===== config.mk =====
export PLATFORM = sky130hd
export DESIGN_NAME = mem_bus_arbiter
export DESIGN_NICKNAME = d
export VERILOG_FILES = /design/src/rtl/mem_bus_arbiter.sv
export SDC_FILE = /design/constraint.sdc
export NUM_CORES = 1
export LEC_CHECK = 0
export CAP_MARGIN = 0
export CORE_AREA = 10 10 114 116
export DETAILED_ROUTE_END_ITERATION = 10
export DIE_AREA = 0 0 124 126
export HOLD_SLACK_MARGIN = 0.02
export PLACE_DENSITY = 0.66
export SYNTH_ARGS = -nofsm -noshare
export SYNTH_HDL_FRONTEND = slang
export SYNTH_SLANG_ARGS = --single-unit
export TNS_END_PERCENT = 10

===== constraint.sdc =====
create_clock -name clk -period 1.2 [get_ports clk]
set_input_delay 0.18 -clock clk [delete_from_list [all_inputs] [get_ports clk]]
set_output_delay 0.18 -clock clk [all_outputs]
set_load 0.03 [all_outputs]

===== src/rtl/mem_bus_arbiter.sv =====
// mem_bus_arbiter: two-master Avalon-style bus arbiter (m0 = instruction fetch, m1 = load/store)
//   FAIR        : 1 = round-robin on ties, 0 = m0 wins ties
//   clk, reset  : single clock, synchronous active-high reset
//   m0_*, m1_*  : requester ports (address/read/write/writedata/byteenable in, waitrequest/readdata out)
//   address, read, write, writedata, byteenable, waitrequest, readdata : shared bus side
//   grant       : one-hot current owner (bit0 = m0), 00 when idle
//   proto_err   : sticky, set when the owner drives read and write together
module mem_bus_arbiter #(
  parameter bit FAIR = 1'b1
) (
  input  logic        clk,
  input  logic        reset,
  input  logic [31:0] m0_address,
  input  logic        m0_read,
  input  logic        m0_write,
  input  logic [31:0] m0_writedata,
  input  logic [3:0]  m0_byteenable,
  output logic        m0_waitrequest,
  output logic [31:0] m0_readdata,
  input  logic [31:0] m1_address,
  input  logic        m1_read,
  input  logic        m1_write,
  input  logic [31:0] m1_writedata,
  input  logic [3:0]  m1_byteenable,
  output logic        m1_waitrequest,
  output logic [31:0] m1_readdata,
  output logic [31:0] address,
  output logic        read,
  output logic        write,
  output logic [31:0] writedata,
  output logic [3:0]  byteenable,
  input  logic        waitrequest,
  input  logic [31:0] readdata,
  output logic [1:0]  grant,
  output logic        proto_err
);
  localparam logic [1:0] IDLE = 2'b00;
  localparam logic [1:0] OWN0 = 2'b01;
  localparam logic [1:0] OWN1 = 2'b10;
  logic [1:0] state, state_n;
  logic       last, last_n;
  logic       req0, req1, own0, own1, done;
  function automatic logic [1:0] pick(input logic r0, input logic r1, input logic lst);
    return (r0 & r1) ? ((FAIR && !lst) ? OWN1 : OWN0) : r0 ? OWN0 : r1 ? OWN1 : IDLE;
  endfunction
  assign req0 = m0_read | m0_write;
  assign req1 = m1_read | m1_write;
  assign own0 = state == OWN0;
  assign own1 = state == OWN1;
  assign done = ((own0 & req0) | (own1 & req1)) & ~waitrequest;
  // On completion the finished master is excluded, so a pending peer gets a zero-bubble handover
  // while the same master re-requesting goes through one IDLE arbitration cycle.
  always_comb begin
    state_n = own0 ? (!req0 ? IDLE : !waitrequest ? pick(1'b0, req1, last) : OWN0) :
              own1 ? (!req1 ? IDLE : !waitrequest ? pick(req0, 1'b0, last) : OWN1) :
              pick(req0, req1, last);
    last_n  = done ? own1 : last;
  end
  always_ff @(posedge clk) begin
    if (reset) begin
      state     <= IDLE;
      last      <= 1'b1;
      proto_err <= 1'b0;
    end else begin
      state     <= state_n;
      last      <= last_n;
      proto_err <= proto_err | (own0 & m0_read & m0_write) | (own1 & m1_read & m1_write);
    end
  end
  // Bus mirrors the owner; a read+write collision is resolved in favour of write.
  assign address        = own0 ? m0_address : own1 ? m1_address : '0;
  assign writedata      = own0 ? m0_writedata : own1 ? m1_writedata : '0;
  assign byteenable     = own0 ? m0_byteenable : own1 ? m1_byteenable : '0;
  assign write          = (own0 & m0_write) | (own1 & m1_write);
  assign read           = (own0 & m0_read & ~m0_write) | (own1 & m1_read & ~m1_write);
  assign m0_waitrequest = own0 ? waitrequest : 1'b1;
  assign m1_waitrequest = own1 ? waitrequest : 1'b1;
  assign m0_readdata    = readdata;
  assign m1_readdata    = readdata;
  assign grant          = {own1, own0};
endmodule


==> impl_metrics.py, run 1 <==
metrics = {
    "critical_path": {
        "worstSetupEndpointType": "output port",
        "critPathLaunchType": "register",
        "crit_type": "register to output port",
        "rr_worst_depth": 4,
        "crit_arrival_ns": 1.44,
        "cp.required_ns": 1.02,
        "cp_max_fo": 8,
    },
    "cts": {
        "root_buffer": "clkbuf_8",
        "cts_hold_buf": 0,
        "insertion_delay_ns": 0.22,
        "htreeDepth": 1,
        "cts_tree": "built",
        "clockBufferDepth": 2,
        "cts.reportedPaths.clkPinSlew_ns": 0.03,
        "clock_sinks": 4,
        "cts_buffers": 3,
    },
    "timing": {
        "finalMaxSlewViolations": 0,
        "period_share": 1.35,
        "rsz0062_at_grt": "yes",
        "slew_headroom": 0.790,
        "hold_violations": 0,
        "whs_ns": 0.360,
        "clock_skew_ns": 0.00450,
        "setup_tns_ns": -27.78,
        "min_period_ns": 1.62,
        "worst_slew_pin_slew_ns": 0.315,
        "fmaxAchievable_ghz": 0.617,
        "setup_slack_ns": -0.420,
        "setup_viol": 76,
    },
    "synth": {
        "avgSynthCellArea_um2": 7.85,
        "yosysTopAreaCell": "a22o_1",
        "syn-cell-area_mm2": 0.00141,
        "synth_area_leaders": "a22o_1 43%, buf_4 35%, buf_2 5.7%, dfxtp_1 5.7%, nor2b_1 1.3%",
        "ys_types": 18,
        "yosys_warnings": 0,
        "seq_area_frac_synth": 0.0570,
        "synth-seq-cells": 4,
        "synthCells": 179,
        "yosysTopAreaCellShare": 0.430,
        "syn_nets": 354,
    },
    "placed_design": {
        "io_buffers": 217,
        "routabilityCongestion": 0.818,
        "hpwl_um": 7860,
        "post-place-ws_ns": -0.288,
        "placed_area_mm2": 0.00349,
    },
    "power": {
        "p_per_area_mw_per_mm2": 840,
        "peakVddDrop_mv": 0.589,
        "p_leak_uw": 0.00191,
    },
    "drt": {
        "ant_nets": 0,
        "first_pass_iters": 4,
        "wl_per_cell_um": 24.1,
        "wl_um": 11800,
        "dr.first_iter.drc_count": 75,
        "viasPerCell": 4.36,
        "vias": 2127,
        "route.detailed.drc": 0,
    },
    "floorplan": {
        "rows": 38,
        "initial_utilization": 0.131,
        "die_h_um": 126,
        "fp.dieW_um": 124,
        "coreArea_mm2": 0.0107,
        "io_pins": 314,
        "die_area_mm2": 0.0156,
    },
    "hold_path": {
        "hold_path_depth": 0,
        "hold_path_class": "input port to output port",
    },
    "job": {
        "max_cap_viol_count": 0,
    },
    "global_routing": {
        "antenna_found_initial": 0,
        "grt_max_degree": 41,
        "grt_pass1_wl_um": 13100,
        "grt_overflow_total": 0,
        "grt_usage": 0.104,
        "grt_pass1_vias": 2116,
    },
    "cells_and_area": {
        "finalInstanceArea_mm2": 0.00440,
        "n_antenna_cell": 0,
        "layout-drive-gt1-share": 0.540,
        "nNetsFinal": 525,
        "syn2layout_area_growth_pct": 213,
        "final_common_cell": "clkdlybuf4s50_1",
        "mostFrequentLayoutCells": "142 x clkdlybuf4s50_1, 59 x buf_6, 40 x a22o_4",
    },
    "status": {
        "failed_checks": "negative setup slack",
        "outcome": "complete, but fails checks",
    },
}
==> repair_timing <==
action                                  4_1_cts  5_1_grt
hold endpoints to repair                      0        0
resized for setup                            50       60
pin swaps                                     5        3
endpoints found under the setup margin       77       78
buffers inserted                              1        3
gates cloned                                  0       15
==> final timing paths <==
check        slack, ns                   to                start
min               0.36      m0_readdata[16]         readdata[16]
max              -0.42           address[0]  state[1]$_SDFF_PP0_
min reg2reg       0.53    last$_SDFFE_PP1P_    last$_SDFFE_PP1P_
max reg2reg      -0.27  state[1]$_SDFF_PP0_  state[0]$_SDFF_PP0_
==> layer usage <==
metal | share of wire | track usage
met1 | 0.38 | 0.110
met5 | 0 | 0
met4 | 0.017 | 0.0230
met3 | 0.089 | 0.0308
met2 | 0.52 | 0.197
==> critical path, stage by stage, from the launching register on <==
cell	delay, ns
dfxtp_2	0.32
buf_6	0.13
nor2b_4	0.28
buf_6	0.21
a22o_2	0.15
buf_6	0.12
==> cell type report <==
class                   instances  area (um^2)
inverters                       3         11.3
multi-input cells              92         1190
fillers                      1008         6290
well taps                     140          175
repair buffers                246         2900
flip-flops and latches          4         85.1
clock buffers                   3         41.3
==> where the power goes <==
group | total (uW) | internal (uW) | switching, uW
combinational | 3240 | 1810 | 1430
sequential | 167 | 149 | 18.0
clock | 292 | 214 | 77.2
total | 3700 | 2170 | 1520
==> cells by family (layout without fill, tap and decap cells) <==
logic type | count (synthesis) | count (layout) | share of synthesized area
buffers and inverters | 85 | 252 | 0.418
AO/OA/AOI/OAI | 76 | 76 | 0.464
AND/OR/NAND/NOR | 14 | 16 | 0.0614
flip-flops | 4 | 4 | 0.0570
==> state kept, by name (all words and copies together), names as in the netlist <==
register	flops
state	2
proto_err	1
last	1
==> synthesized netlist by cell type <==
library cell and instances:
a22o_1 69, buf_4 66, buf_2 16, dfxtp_1 4
nor2_1 4, inv_1 3, nor2b_1 3, and4_1 2
nand2b_1 2, o21ai_0 2, a21oi_1 1, a31oi_1 1
a32o_1 1, nand3_1 1, o211ai_1 1, o41ai_1 1
or4_1 1, or4b_1 1
==> stage by stage <==
stage | total power (uW) | util | cells
floorplan | 1770 | - | 179
global placement | 2650 | 0.326 | 466
detailed placement | 2670 | 0.326 | 466
CTS | 3130 | 0.348 | 470
global route | 3840 | 0.412 | 488
finish | 3700 | 0.412 | 488
Note: power is estimated with default switching activity, not from simulation.
==> run 2: changes to the inputs <==
--- a/config.mk
+++ b/config.mk
@@ -7,6 +7,7 @@
 export LEC_CHECK = 0
 export CAP_MARGIN = 0
 export CORE_AREA = 10 10 114 116
+export CTS_BUF_LIST = sky130_fd_sc_hd__clkbuf_16
 export DETAILED_ROUTE_END_ITERATION = 10
 export DIE_AREA = 0 0 124 126
 export HOLD_SLACK_MARGIN = 0.02
==> constraint.sdc (replaced) <==
create_clock -name clk -period 1.2 [get_ports clk]
set_input_delay 0.24 -clock clk [delete_from_list [all_inputs] [get_ports clk]]
set_output_delay 0.24 -clock clk [all_outputs]
set_load 0.03 [all_outputs]
==> run 2 against run 1 <==
  * The run still ends with negative setup slack left
  * Clock-buffer cell count is the same
  * Die area is the same
  * Routed wire length shrank 19%
  * Largest power group unchanged
  * Combinational power shrank 14%
  * Critical path type unchanged
  * Maximum frequency shrank 4.3%
  * Design area shrank 11%
==> impl_metrics.py, run 2 (synthesized netlist as in run 1, its figures left out) <==
metrics = {
    "floorplan": {
        "coreArea_mm2": 0.0107,
        "rows": 38,
        "io_pins": 314,
        "initial_utilization": 0.131,
        "die_h_um": 126,
        "fp.dieW_um": 124,
        "die_area_mm2": 0.0156,
    },
    "cts": {
        "clock_sinks": 4,
        "clockBufferDepth": 2,
        "cts.reportedPaths.clkPinSlew_ns": 0.03,
        "cts_buffers": 3,
        "insertion_delay_ns": 0.22,
        "htreeDepth": 1,
        "root_buffer": "clkbuf_16",
        "cts_tree": "built",
        "cts_hold_buf": 0,
    },
    "drt": {
        "first_pass_iters": 4,
        "viasPerCell": 4.25,
        "wl_um": 9510,
        "top_layer_used": "met4",
        "vias": 2010,
        "route.detailed.drc": 0,
        "wl_met3_um": 1120,
        "ant_nets": 0,
        "dr.first_iter.drc_count": 59,
        "wl_met1_um": 3080,
        "wl_met2_um": 5140,
        "wl_per_cell_um": 20.1,
    },
    "timing": {
        "setup_tns_ns": -32.55,
        "setup_viol": 77,
        "fmaxAchievable_ghz": 0.591,
        "finalMaxSlewViolations": 0,
        "worst_slew_pin_slew_ns": 0.261,
        "clock_skew_ns": 0.00128,
        "period_share": 1.41,
        "hold_violations": 0,
        "slew_headroom": 0.824,
        "setup_slack_ns": -0.493,
        "rsz0062_at_grt": "yes",
        "min_period_ns": 1.69,
    },
    "power": {
        "fin_total_pwr_uw": 3460,
        "power_frac_seq": 0.047,
        "switching_power_uw": 1360,
        "p_int_uw": 2100,
        "pwr-share-clk": 0.148,
        "p_sw_frac": 0.392,
        "peakVddDrop_mv": 0.641,
        "p_leak_uw": 0.00167,
        "p_per_area_mw_per_mm2": 884,
        "combPwrFrac": 0.805,
    },
    "critical_path": {
        "cp-startpoint": "state[0]$_SDFF_PP0_",
        "worstSetupEndpointType": "output port",
        "critPathLaunchType": "register",
        "rrSetupSlack_ns": -0.18,
        "rr_worst_depth": 5,
        "cp-endpoint": "writedata[19]",
        "crit_type": "register to output port",
        "cp_max_fo": 46,
        "r2r_start": "state[0]$_SDFF_PP0_",
        "r2r_end": "state[0]$_SDFF_PP0_",
        "crit_arrival_ns": 1.45,
        "cp.required_ns": 0.96,
    },
    "placed_design": {
        "io_buffers": 217,
        "hpwl_um": 7780,
        "post-place-ws_ns": -0.358,
        "routabilityCongestion": 0.799,
    },
    "global_routing": {
        "grt_max_degree": 47,
        "grt_usage": 0.109,
        "grt_pass1_vias": 2172,
        "grt_pass1_wl_um": 13400,
        "grt_overflow_total": 0,
        "antenna_found_initial": 0,
    },
    "status": {
        "outcome": "complete, but fails checks",
        "failed_checks": "negative setup slack",
    },
    "job": {
        "max_cap_viol_count": 0,
    },
    "cells_and_area": {
        "layout-drive-gt1-share": 0.508,
        "syn2layout_area_growth_pct": 179,
        "mostFrequentLayoutCells": "142 x clkdlybuf4s50_1, 53 x a22o_2, 51 x buf_6",
        "largest_reg_flops": 2,
        "largest-register": "state",
        "n_antenna_cell": 0,
        "final_common_cell": "clkdlybuf4s50_1",
        "top_regs": "state: 2 flops, last: 1 flops, proto_err: 1 flops",
        "nFillCells": 1062,
        "nNetsFinal": 510,
    },
    "hold_path": {
        "hold_path_class": "input port to output port",
    },
}
[run 2: worst max-delay path, stage by stage, from the launching register on]
cell     delay, ns
dfxtp_2       0.32
buf_6         0.12
nor2b_4       0.16
buf_12        0.25
a22o_2        0.20
buf_4         0.16
[run 2: what timing repair did]
item,in CTS,in global routing
resized for setup,64,4
pin swaps,9,4
cloned,2,0
endpoints found under the hold margin,0,0
setup buffers,4,0
setup endpoints to repair,77,78
[run 2: area by class of cell]
type	count	area (um^2)	area share
clock buffers	3	75.1	0.0192
inverters	3	11.3	0.00287
repair buffers	233	2610	0.665
flip-flops and latches	4	82.6	0.0211
multi-input cells	90	968	0.247
well taps	140	175	0.0447
[run 2: metal layers]
layer / up-vias / GRT usage
met3: 18 / 0.0384
met5: - / 0
li1: 926 / -
met1: 934 / 0.107
met4: 0 / 0.0271
met2: 132 / 0.207
[run 2: metrics by stage]
step | area (um^2) | instances | util | hold slack [ns]
6_report | 3920 | 473 | 0.366 | 0.480
5_1_grt | 3920 | 473 | 0.366 | 0.480
4_1_cts | 3920 | 474 | 0.367 | 0.480
3_5_place_dp | 3470 | 465 | 0.324 | 0.480
3_3_place_gp | 3470 | 465 | 0.324 | 0.480
2_1_floorplan | 1580 | 179 | - | 0.309
[run 2: worst min path at each step]
stage	from	end	cells after the start
floorplan	reset	proto_err$_SDFF_PP0_	1
global placement	readdata[13]	m0_readdata[13]	0
detailed placement	readdata[13]	m0_readdata[13]	0
CTS	readdata[13]	m0_readdata[13]	0
global route	readdata[12]	m0_readdata[12]	0
finish	readdata[12]	m0_readdata[12]	0
[run 2: power by group through the flow]
stage               Clock (uW)  Sequential (uW)  Combinational, uW
floorplan                    0              166               1620
global placement             0              165               2450
detailed placement           0              166               2460
CTS                        529              161               2820
global route               540              164               2910
finish                     513              162               2790
==> run 3: changes to the inputs <==
--- a/config.mk
+++ b/config.mk
@@ -15,4 +15,3 @@
 export SYNTH_ARGS = -nofsm -noshare
 export SYNTH_HDL_FRONTEND = slang
 export SYNTH_SLANG_ARGS = --single-unit
-export TNS_END_PERCENT = 10
==> run 3 against run 2 <==
  * The flow still finishes with violations (negative setup slack)
  * Design area rose by 3.6%
  * Clock-buffer cell count did not move
  * Routed wire length rose by 9.1%
  * Via count is 1.1% higher
  * Worst setup slack gained 0.018 ns
  * Clock skew is 0.00054 ns higher
  * Power is 4.0% higher
  * Die area is the same
  * Global-route usage up 0.26 points
  * First-iteration DRC count did not move
  * Largest cell class unchanged
==> impl_metrics.py, run 3 (synthesized netlist as in run 1, its figures left out) <==
metrics = {
    "critical_path": {
        "cp_num_buf_inv": 4,
        "worstSetupEndpointType": "output port",
        "critPathLaunchType": "register",
        "cp_max_fo": 6,
        "path_cells": "buf_6 > nor2b_4 > buf_12 > clkbuf_16 > a22o_2 > buf_6",
        "cp.required_ns": 0.96,
        "slowest_delay_ns": 0.31,
        "crit_type": "register to output port",
        "crit_slowest_cell": "dfxtp_2",
        "crit_top_cell": "buf_6",
        "r2r_start": "state[0]$_SDFF_PP0_",
        "cp-startpoint": "state[1]$_SDFF_PP0_",
        "critPathTopFamily": "buffers and inverters",
        "crit_arrival_ns": 1.44,
    },
    "power": {
        "pwr-share-clk": 0.149,
        "p_int_uw": 2180,
        "p_per_area_mw_per_mm2": 887,
        "p_sw_frac": 0.395,
        "combPwrFrac": 0.806,
        "p_leak_uw": 0.00176,
        "power_frac_seq": 0.045,
        "peakVddDrop_mv": 0.745,
        "switching_power_uw": 1420,
    },
    "cts": {
        "clockBufferDepth": 2,
        "root_buffer": "clkbuf_16",
        "cts_buffers": 3,
        "insertion_delay_ns": 0.23,
        "cts.reportedPaths.clkPinSlew_ns": 0.03,
        "clock_sinks": 4,
        "htreeDepth": 1,
        "cts_tree": "built",
    },
    "hold_path": {
        "hold_start": "readdata[4]",
        "hold_path_class": "input port to output port",
    },
    "placed_design": {
        "post-place-ws_ns": -0.456,
        "hpwl_um": 7910,
        "io_buffers": 217,
        "routabilityCongestion": 0.825,
        "dp.cells": 461,
    },
    "cells_and_area": {
        "largest-register": "state",
        "top_regs": "state: 2 flops, last: 1 flops, proto_err: 1 flops",
        "largest_reg_flops": 2,
        "final_cells": 481,
        "final_common_cell": "clkdlybuf4s50_1",
        "n_antenna_cell": 0,
        "fin_util": 0.379,
        "mostFrequentLayoutCells": "141 x clkdlybuf4s50_1, 64 x buf_6, 48 x a22o_2",
        "layout-drive-gt1-share": 0.522,
        "nNetsFinal": 518,
        "nFillCells": 1053,
        "syn2layout_area_growth_pct": 189,
    },
    "timing": {
        "setup_viol": 78,
        "period_share": 1.40,
        "clock_skew_ns": 0.00182,
        "slew_headroom": 0.806,
        "worst_slew_pin_slew_ns": 0.288,
        "finalMaxSlewViolations": 0,
        "rsz0062_at_grt": "yes",
        "min_period_ns": 1.68,
        "hold_violations": 0,
        "fmaxAchievable_ghz": 0.597,
        "setup_slack_ns": -0.476,
    },
    "floorplan": {
        "rows": 38,
        "die_h_um": 126,
        "die_area_mm2": 0.0156,
        "io_pins": 314,
        "initial_utilization": 0.131,
        "fp.dieW_um": 124,
        "coreArea_mm2": 0.0107,
    },
    "drt": {
        "wl_um": 10400,
        "route.detailed.drc": 0,
        "ant_nets": 0,
        "vias": 2033,
        "viasPerCell": 4.23,
        "wl_per_cell_um": 21.6,
        "first_pass_iters": 4,
        "dr.first_iter.drc_count": 59,
    },
    "global_routing": {
        "grt_pass1_vias": 2170,
        "grt_usage": 0.111,
        "antenna_found_initial": 0,
        "grt_overflow_total": 0,
        "grt_max_degree": 45,
        "grt_pass1_wl_um": 13600,
    },
    "job": {
        "max_cap_viol_count": 0,
    },
    "status": {
        "outcome": "complete, but fails checks",
        "failed_checks": "negative setup slack",
    },
}
==> run 3: changes by cell type in the layout (fill, tap and decap cells not counted) <==
| cell | previous run | this run |
|---|---|---|
| a22o_2 | 53 | 48 |
| a22o_4 | 16 | 21 |
| buf_12 | 21 | 18 |
| buf_4 | 16 | 12 |
| buf_6 | 51 | 64 |
| buf_8 | 1 | 2 |
| clkbuf_16 | 3 | 4 |
| clkdlybuf4s50_1 | 142 | 141 |
| dlygate4sd2_1 | 0 | 1 |
| nand2b_1 | 1 | 0 |
| nand2b_4 | 1 | 2 |
==> run 3: power by group through the flow <==
stage	Clock, uW	Combinational (uW)	Sequential [uW]
2_1_floorplan	0	1630	166
3_3_place_gp	0	2400	164
3_5_place_dp	0	2420	165
4_1_cts	532	2740	161
5_1_grt	556	3030	163
6_report	535	2900	162
==> run 3: through the flow <==
stage                     setup TNS [ns]  power, uW  hold slack [ns]  area, um^2
after floorplan                    -5.88       1800            0.309        1610
after global placement            -14.06       2570            0.480        3410
after detailed placement          -15.36       2590            0.480        3410
after CTS                         -31.65       3440            0.480        3850
after global routing              -37.10       3750            0.480        4060
final                             -33.06       3600            0.480        4060
==> run 3: timing repair <==
action | CTS | global route
buffers inserted | 10 | 5
cloned | 3 | 3
hold buffers | 0 | 0
setup endpoints to repair | 77 | 78
pin swaps | 2 | 2
gates resized for setup | 56 | 32
==> run 3: layer usage <==
| layer | vias up | wire [um] | GRT usage |
|---|---|---|---|
| met1 | 964 | 3610 | 0.114 |
| met3 | 15 | 1020 | 0.0331 |
| li1 | 940 | - | - |
| met4 | 0 | 112 | 0.0237 |
| met5 | - | 0 | 0 |
| met2 | 114 | 5630 | 0.213 |
==> run 3: final cells by class <==
cell class / instances / area (um^2) / area share
clock buffer: 3 / 75.1 / 0.0185
inverter: 3 / 11.3 / 0.00277
multi-input combinational: 90 / 1010 / 0.250
sequential: 4 / 82.6 / 0.0203
timing repair buffer: 241 / 2700 / 0.666
tap: 140 / 175 / 0.0432
==> run 3: worst paths after layout <==
kind         slack [ns]                  end  cells past startpoint
max               -0.48        writedata[28]                      6
min                0.48       m0_readdata[4]                      0
max reg2reg       -0.35  state[1]$_SDFF_PP0_                      5
min reg2reg        0.52    last$_SDFFE_PP1P_                      2
